$ cat src/rtl/counter_ctrl_debounce_if.sv
// Button inputs and counter-control outputs of the debounce front end.
// master drives the raw buttons and reads the controls; slave is the design side.
interface counter_ctrl_debounce_if;
    logic i_btn_run;
    logic i_btn_dir;
    logic i_btn_step;
    logic o_en;
    logic o_up_down;
    logic o_running;

    modport master (
        output i_btn_run,
        output i_btn_dir,
        output i_btn_step,
        input  o_en,
        input  o_up_down,
        input  o_running
    );

    modport slave (
        input  i_btn_run,
        input  i_btn_dir,
        input  i_btn_step,
        output o_en,
        output o_up_down,
        output o_running
    );
endinterface

$ cat src/rtl/counter_ctrl_debounce.sv
// Debounces the run/dir/step buttons and turns the clean presses into
// registered enable and direction controls for the up/down counter.
module counter_ctrl_debounce #(
    parameter int unsigned DB_CYCLES    = 16,
    parameter bit          RUN_AT_RESET = 1'b1,
    parameter bit          DIR_AT_RESET = 1'b1
) (
    input  logic                    i_clk,
    input  logic                    i_rst,
    counter_ctrl_debounce_if.slave  ctrl_if
);

    localparam int unsigned NBTN     = 3;
    localparam int unsigned CW       = 16;
    localparam int unsigned BTN_RUN  = 0;
    localparam int unsigned BTN_DIR  = 1;
    localparam int unsigned BTN_STEP = 2;
    // Transition fires on the cycle the counter steps to DB_CYCLES-1.
    localparam logic [CW-1:0] CNT_LAST = CW'(DB_CYCLES - 2);

    typedef enum logic [1:0] {
        ST_LOW  = 2'd0,
        ST_RISE = 2'd1,
        ST_HIGH = 2'd2,
        ST_FALL = 2'd3
    } db_state_e;

    logic [NBTN-1:0] btn_raw;
    logic [NBTN-1:0] sync1_q;
    logic [NBTN-1:0] sync2_q;
    logic [NBTN-1:0] lvl_c;
    logic [NBTN-1:0] lvl_q;
    logic [NBTN-1:0] press_q;
    db_state_e       st_q  [NBTN];
    logic [CW-1:0]   cnt_q [NBTN];

    logic running_q;
    logic running_d;
    logic en_q;
    logic en_d;
    logic dir_q;
    logic dir_d;
    logic run_p;
    logic dir_p;
    logic step_p;

    assign btn_raw = {ctrl_if.i_btn_step, ctrl_if.i_btn_dir, ctrl_if.i_btn_run};

    // Debounced level is high in HIGH and while a fall is still being qualified.
    always_comb begin
        lvl_c = '0;
        for (int unsigned i = 0; i < NBTN; i++) begin
            lvl_c[i] = (st_q[i] == ST_HIGH) || (st_q[i] == ST_FALL);
        end
    end

    // Synchronizers, per-button debounce FSMs and rising-edge press pulses.
    always_ff @(posedge i_clk) begin
        if (i_rst) begin
            sync1_q <= '0;
            sync2_q <= '0;
            lvl_q   <= '0;
            press_q <= '0;
            for (int unsigned i = 0; i < NBTN; i++) begin
                st_q[i]  <= ST_LOW;
                cnt_q[i] <= '0;
            end
        end else begin
            sync1_q <= btn_raw;
            sync2_q <= sync1_q;
            lvl_q   <= lvl_c;
            press_q <= lvl_c & ~lvl_q;
            for (int unsigned i = 0; i < NBTN; i++) begin
                case (st_q[i])
                    ST_LOW: begin
                        if (sync2_q[i]) begin
                            st_q[i]  <= ST_RISE;
                            cnt_q[i] <= '0;
                        end
                    end
                    ST_RISE: begin
                        if (!sync2_q[i]) begin
                            st_q[i] <= ST_LOW;
                        end else begin
                            cnt_q[i] <= cnt_q[i] + CW'(1);
                            if (cnt_q[i] == CNT_LAST) begin
                                st_q[i] <= ST_HIGH;
                            end
                        end
                    end
                    ST_HIGH: begin
                        if (!sync2_q[i]) begin
                            st_q[i]  <= ST_FALL;
                            cnt_q[i] <= '0;
                        end
                    end
                    ST_FALL: begin
                        if (sync2_q[i]) begin
                            st_q[i] <= ST_HIGH;
                        end else begin
                            cnt_q[i] <= cnt_q[i] + CW'(1);
                            if (cnt_q[i] == CNT_LAST) begin
                                st_q[i] <= ST_LOW;
                            end
                        end
                    end
                    default: begin
                        st_q[i] <= ST_LOW;
                    end
                endcase
            end
        end
    end

    assign run_p  = press_q[BTN_RUN];
    assign dir_p  = press_q[BTN_DIR];
    assign step_p = press_q[BTN_STEP];

    // A run toggle on the same cycle swallows a step press.
    always_comb begin
        running_d = running_q ^ run_p;
        dir_d     = dir_q ^ dir_p;
        en_d      = running_d | (step_p & ~running_q & ~run_p);
    end

    always_ff @(posedge i_clk) begin
        if (i_rst) begin
            running_q <= RUN_AT_RESET;
            en_q      <= RUN_AT_RESET;
            dir_q     <= DIR_AT_RESET;
        end else begin
            running_q <= running_d;
            en_q      <= en_d;
            dir_q     <= dir_d;
        end
    end

    assign ctrl_if.o_en      = en_q;
    assign ctrl_if.o_up_down = dir_q;
    assign ctrl_if.o_running = running_q;

endmodule
$ cat src/flat_wrapper.sv
// flat-port wrapper written by rule: the top's interface ports become plain ports
module counter_ctrl_debounce_flat 
#(
    parameter int unsigned DB_CYCLES    = 16,
    parameter bit          RUN_AT_RESET = 1'b1,
    parameter bit          DIR_AT_RESET = 1'b1
)
  (i_clk, i_rst, ctrl_if_i_btn_run, ctrl_if_i_btn_dir, ctrl_if_i_btn_step, ctrl_if_o_en, ctrl_if_o_up_down, ctrl_if_o_running);
  counter_ctrl_debounce_if ctrl_if_i ();
  input  logic i_clk;
  input  logic i_rst;
  input wire logic [$bits(ctrl_if_i.i_btn_run)-1:0] ctrl_if_i_btn_run;
  input wire logic [$bits(ctrl_if_i.i_btn_dir)-1:0] ctrl_if_i_btn_dir;
  input wire logic [$bits(ctrl_if_i.i_btn_step)-1:0] ctrl_if_i_btn_step;
  output wire logic [$bits(ctrl_if_i.o_en)-1:0] ctrl_if_o_en;
  output wire logic [$bits(ctrl_if_i.o_up_down)-1:0] ctrl_if_o_up_down;
  output wire logic [$bits(ctrl_if_i.o_running)-1:0] ctrl_if_o_running;
  assign ctrl_if_i.i_btn_run = ctrl_if_i_btn_run;
  assign ctrl_if_i.i_btn_dir = ctrl_if_i_btn_dir;
  assign ctrl_if_i.i_btn_step = ctrl_if_i_btn_step;
  assign ctrl_if_o_en = ctrl_if_i.o_en;
  assign ctrl_if_o_up_down = ctrl_if_i.o_up_down;
  assign ctrl_if_o_running = ctrl_if_i.o_running;
  counter_ctrl_debounce #(.DB_CYCLES(DB_CYCLES), .RUN_AT_RESET(RUN_AT_RESET), .DIR_AT_RESET(DIR_AT_RESET)) u_core (.i_clk(i_clk), .i_rst(i_rst), .ctrl_if(ctrl_if_i));
endmodule
$ cat config.mk
export PLATFORM = sky130hd
export DESIGN_NAME = counter_ctrl_debounce_flat
export DESIGN_NICKNAME = d
export VERILOG_FILES = /design/src/rtl/counter_ctrl_debounce_if.sv /design/src/rtl/counter_ctrl_debounce.sv /design/src/flat_wrapper.sv
export SDC_FILE = /design/constraint.sdc
export NUM_CORES = 1
export LEC_CHECK = 0
export BUFFER_PORTS_ARGS = -buffer_cell sky130_fd_sc_hd__buf_2
export CAP_MARGIN = 20
export CORE_ASPECT_RATIO = 1.75
export CORE_MARGIN = 2
export CORE_UTILIZATION = 50
export CTS_CLUSTER_SIZE = 40
export DETAILED_ROUTE_END_ITERATION = 12
export HOLD_SLACK_MARGIN = 0.06
export PLACE_DENSITY = 0.66
export SLEW_MARGIN = 20
export SYNTH_ARGS = -nofsm -noshare
export SYNTH_HDL_FRONTEND = slang
export SYNTH_SLANG_ARGS = --single-unit
export TNS_END_PERCENT = 5
$ cat constraint.sdc
create_clock -name i_clk -period 2.7 [get_ports i_clk]
set_clock_uncertainty 0.1 [all_clocks]
set_input_delay 0 -clock i_clk [delete_from_list [all_inputs] [get_ports i_clk]]
set_output_delay 0 -clock i_clk [all_outputs]
set_load 0.02 [all_outputs]
## Word-level counts from Yosys, hierarchy flattened

Memory sizes are Yosys's and may differ from the RTL's.
Index checks and enable logic that the tools add are counted.

- Output and inout bits: 3
- Memories: 2
- Flip-flop bits (word level): 15
- Input bits: 5
- Logic and storage cells: 188
- RAM bits: 54

- Mux-type cells: 119
- Eq/ne operators: 12
- Bitwise logic cells: 39
- Reduce and logical (&&, ||, !) cells: 6
- Add/subtract/negate cells: 3

Memories:

| name | words | bits a word | read ports | clocked after Yosys merged registers in | wr ports | line | source |
|---|---|---|---|---|---|---|---|
| u_core.cnt_q | 3 | 16 | 3 | 0 | 3 | counter_ctrl_debounce.sv:35 | `logic [CW-1:0] cnt_q [NBTN];` |
| u_core.st_q | 3 | 2 | 3 | 0 | 3 | counter_ctrl_debounce.sv:34 | `db_state_e st_q [NBTN];` |

Operators by type and width:

| kind | count |
|---|---|
| 2-to-1 mux 16 bit | 12 |
| 2-to-1 mux 1 bit | 89 |
| adder 16 x 1 -> 16 bit (second input constant) | 3 |
| equality test 16 x 4 -> 1 bit (second input constant) | 3 |
| 2-to-1 mux 2 bit | 18 |
| OR 1 bit | 31 |
| equality test 2 bit (second input constant) | 6 |
| equality test 2 x 1 -> 1 bit (second input constant) | 3 |
| zero test 2 bit | 3 |
| bitwise AND 3 bit | 1 |
| logical OR 1 bit | 3 |
| NOT 3 bit | 1 |
| bitwise AND 1 bit | 2 |
| NOT 1 bit | 2 |
| bitwise XOR 1 bit | 2 |

## Depth between registers and ports, before layout

- Depth in word-level cells: 10
- Gate-level depth with buffers: 7
- Depth with buffers taken out: 6

## Least setup slack after synthesis

Ideal clock, no wire load.

- Path kind: reg2reg
- Start point: memory u_core.cnt_q[0][2]
- End point: memory u_core.cnt_q[0][15] (data pin)
- Data required time: 2.469 ns
- Cell stages (with the launch flop): 5
- Setup time: 0.131 ns
- Path slack: 0.844 ns
- Arrival: 1.625 ns
- Buffers on the path: 0
- Cells stage by stage: edfxtp_1 > nand3_4 > or4_4 > or4_1 > nand2_1

RTL lines:

| what | line |
|---|---|
| start: declaration | counter_ctrl_debounce.sv:35 |

==> impl_results.md <==
- Avg Cell Area, Syn: 10.4 um2
- Routed length per instance: 15.1 um
- F_max: 506 MHz
- # Max-Cap Violations: 0
- Area leader, netlist: edfxtp_1
- Cell variety after synth: 41
- GRT Util Overall: 0.200
- Post-synth EDFFs: 54
- Uppermost routed layer: met4
- Area of the multi-input gates: 1590 um2
- Initial antenna violation count: 0
- Root buffer cell: clkbuf_16
- Min cycle time layout: 1.97 ns
- Clk pin slew, worst setup/hold paths: 0.06 ns
- Clock Sinks: 69
- Crit path max-delay family: simple AND/OR/NAND/NOR gates
- CTS tree: done
- Relative slew margins: 0.473
- R2r worst-path depth: 4
- HP Start: u_core.lvl_q[2]
- RSZ-0062 raised after global routing: false
- Net Count, Synth: 356
- Worst-skew pair later-pin latency: 0.34 ns
- Num ports: 8
- Via count: 2528
- Placed instance area: 3700 um2
- Largest net degree at the start of global routing: 30
- # setup viols final: 0
- H-Tree Depth: 3
- Post-CTS setup buffer count: 0
- Post-CTS sizing: 0
- DRC: 0
- FP Rows: 40
- Buf/Inv on CP: 0
- Die width: 68.1 um
- Starting Density: 0.520
- Count of input and output buffers: 7
- Yosys reg bits: 69
- Ys async rst share: 0
- Slowest cell delay on critical path: 0.73 ns
- Top post-synthesis cells by area: edfxtp_1 45%, dfxtp_1 8.4%, xnor2_1 6.1%
- Yosys top cell area share: 0.451
- Remaining antenna violation count: 0
- P_leak: 1.38 nW
- CP max FO: 8
- Worst Setup End Kind: register
- Critical path startpoint: u_core.st_q[2][1]
- Filler instances: 612
- Vias in the first global route: 2578
- Router iterations before antenna repair: 4
- Vias/cell: 5.63
- Status: finished clean
- Routed wl met2: 3640 um
- Longest Clk Path Bufs: 2
- TNS Setup: 0 ns
- Layout Nets: 371
- Hold slack: 0.285 ns
- Routed length on met3: 112 um
- Core Area: 6910 um2
- Die area: 7910 um2
- Storage cell area: 1920 um2
- WHS Path Cells: 1
- Total grt overflow: 0
- Crit path depth: 4
- Area Growth Syn to Fin: 13.5%
- First-pass GRT wire length: 11600 um
- Synthesized area: 3590 um2
- Commonest cells in the netlist: 54 x edfxtp_1, 45 x nor2_1, 25 x xnor2_1, 22 x nand2_1, 16 x nand3_1
- Crit path arrival time: 2.05 ns
- CP cell instances: or4b_2 -> nand3_1 -> o221ai_1 -> a21oi_1
- Reg-to-reg startpoint: u_core.st_q[2][1]
- PD cells: 918 nW/um2
- Fraction of layout cells with a size suffix above 1: 0.0904
- Post-DP HPWL: 4590 um
- Worst-Margin Slew: 0.790 ns
- Ys Warns: 0
- Top-count cell post-synth: edfxtp_1
- Critical path class: reg2reg
- Initial DRC count: 131
- Placer congestion estimate: 0.787
- Tcrit/Tclk final: 0.731
- Slowest-stage cell, CP: or4b_2
- Req. time, crit path: 2.77 ns
- Top_reg_cell synth: edfxtp_1
- Kind of start point of the critical path: register
- Cells after Synth: 345
- Final Hold Vio Count: 0
- Max Slew Vio Count: 0
- Seq/Total Area, Yosys: 0.535
- ANT cells: 0
- Maximum vdd drop: 644 uV
- Wire length on met1: 2800 um
- Hold Crit Class: reg2reg
- CTS buffer count: 9
- Final Instance Area: 4080 um2
- Die Ht: 116 um
- WL final: 6780 um
## cell type report
| cell class | instances | area share |
|---|---|---|
| clock buffer | 11 | 0.0675 |
| clock inverter | 5 | 0.00890 |
| inverter | 11 | 0.0101 |
| multi-input combinational | 254 | 0.389 |
| sequential | 69 | 0.471 |
| tap | 84 | 0.0258 |
| timing repair buffer | 15 | 0.0276 |
## kinds of logic (layout without fill, tap and decap cells)
logic type	Yosys count	count (layout)	share of synthesized area
buffers and inverters	22	42	0.0237
muxes	1	1	0.00279
adders and majority gates	6	6	0.0209
and+or+nand+nor	171	171	0.259
xor gates and xnor gates	40	40	0.0975
AOI/OAI and AO/OA	36	36	0.0609
DFF	69	69	0.535
## path summary, 6_finish.rpt
| kind | endpoint | slack, ns |
|---|---|---|
| max reg2reg | u_core.st_q[0][0] | 0.73 |
| min reg2reg | u_core.press_q[2] | 0.28 |
| max | u_core.st_q[0][0] | 0.73 |
| min | u_core.press_q[2] | 0.28 |
## cells in the final DEF, fill, tap and decap left out, types with 3 or more instances in the layout
master	n
a21oi_1	13
and3_1	4
and4_1	7
buf_2	7
clkbuf_16	11
dfxtp_1	15
dlygate4sd3_1	7
edfxtp_1	54
ha_1	6
inv_1	11
inv_4	3
nand2_1	22
nand2b_1	10
nand3_1	16
nand4_1	9
nor2_1	45
nor2b_1	12
nor3_1	7
nor3b_1	3
nor4_1	13
o211ai_1	3
o21ai_0	10
or2_2	4
or3_1	9
xnor2_1	25
xor2_1	15
## worst reg2reg max path: cells and delay by family, from the launching register on
kind               cells  cell delay (ns)
AOI/OAI and AO/OA      2             0.33
DFF                    1             0.51
and+or+nand+nor        2             0.86
## state kept, by name (all words and copies together), names as in the netlist
name / cells
u_core.sync1_q: 3
u_core.st_q: 6
u_core.ctrl_if.o_up_down: 1
u_core.ctrl_if.o_en: 1
u_core.press_q: 3
u_core.ctrl_if.o_running: 1
u_core.sync2_q: 3
u_core.lvl_q: 3
u_core.cnt_q: 48
## layer usage
layer / vias up / GRT usage
li1: 1278 / -
met1: 1207 / 0.219
met2: 26 / 0.343
met3: 17 / 0.0385
met4: 0 / 0.124
met5: - / 0
## stage by stage
stage,worst slack [ns],total power (W),std cells,util
2_1_floorplan,0.844,0.00233,345,-
3_3_place_gp,0.753,0.00253,426,0.535
3_5_place_dp,0.736,0.00255,426,0.535
4_1_cts,0.716,0.00378,449,0.591
5_1_grt,0.544,0.00397,449,0.591
6_report,0.725,0.00375,449,0.591
## where the power goes
group	switching, W	internal (W)
Combinational	0.000397	0.000311
Sequential	0.000331	0.00150
Clock	0.000468	0.000738
## timing repair
item / CTS / global route
endpoints found under the hold margin: 10 / 0
endpoints found under the setup margin: 0 / 0
hold buffers: 7 / 0
Power figures use the tool's default switching activity.
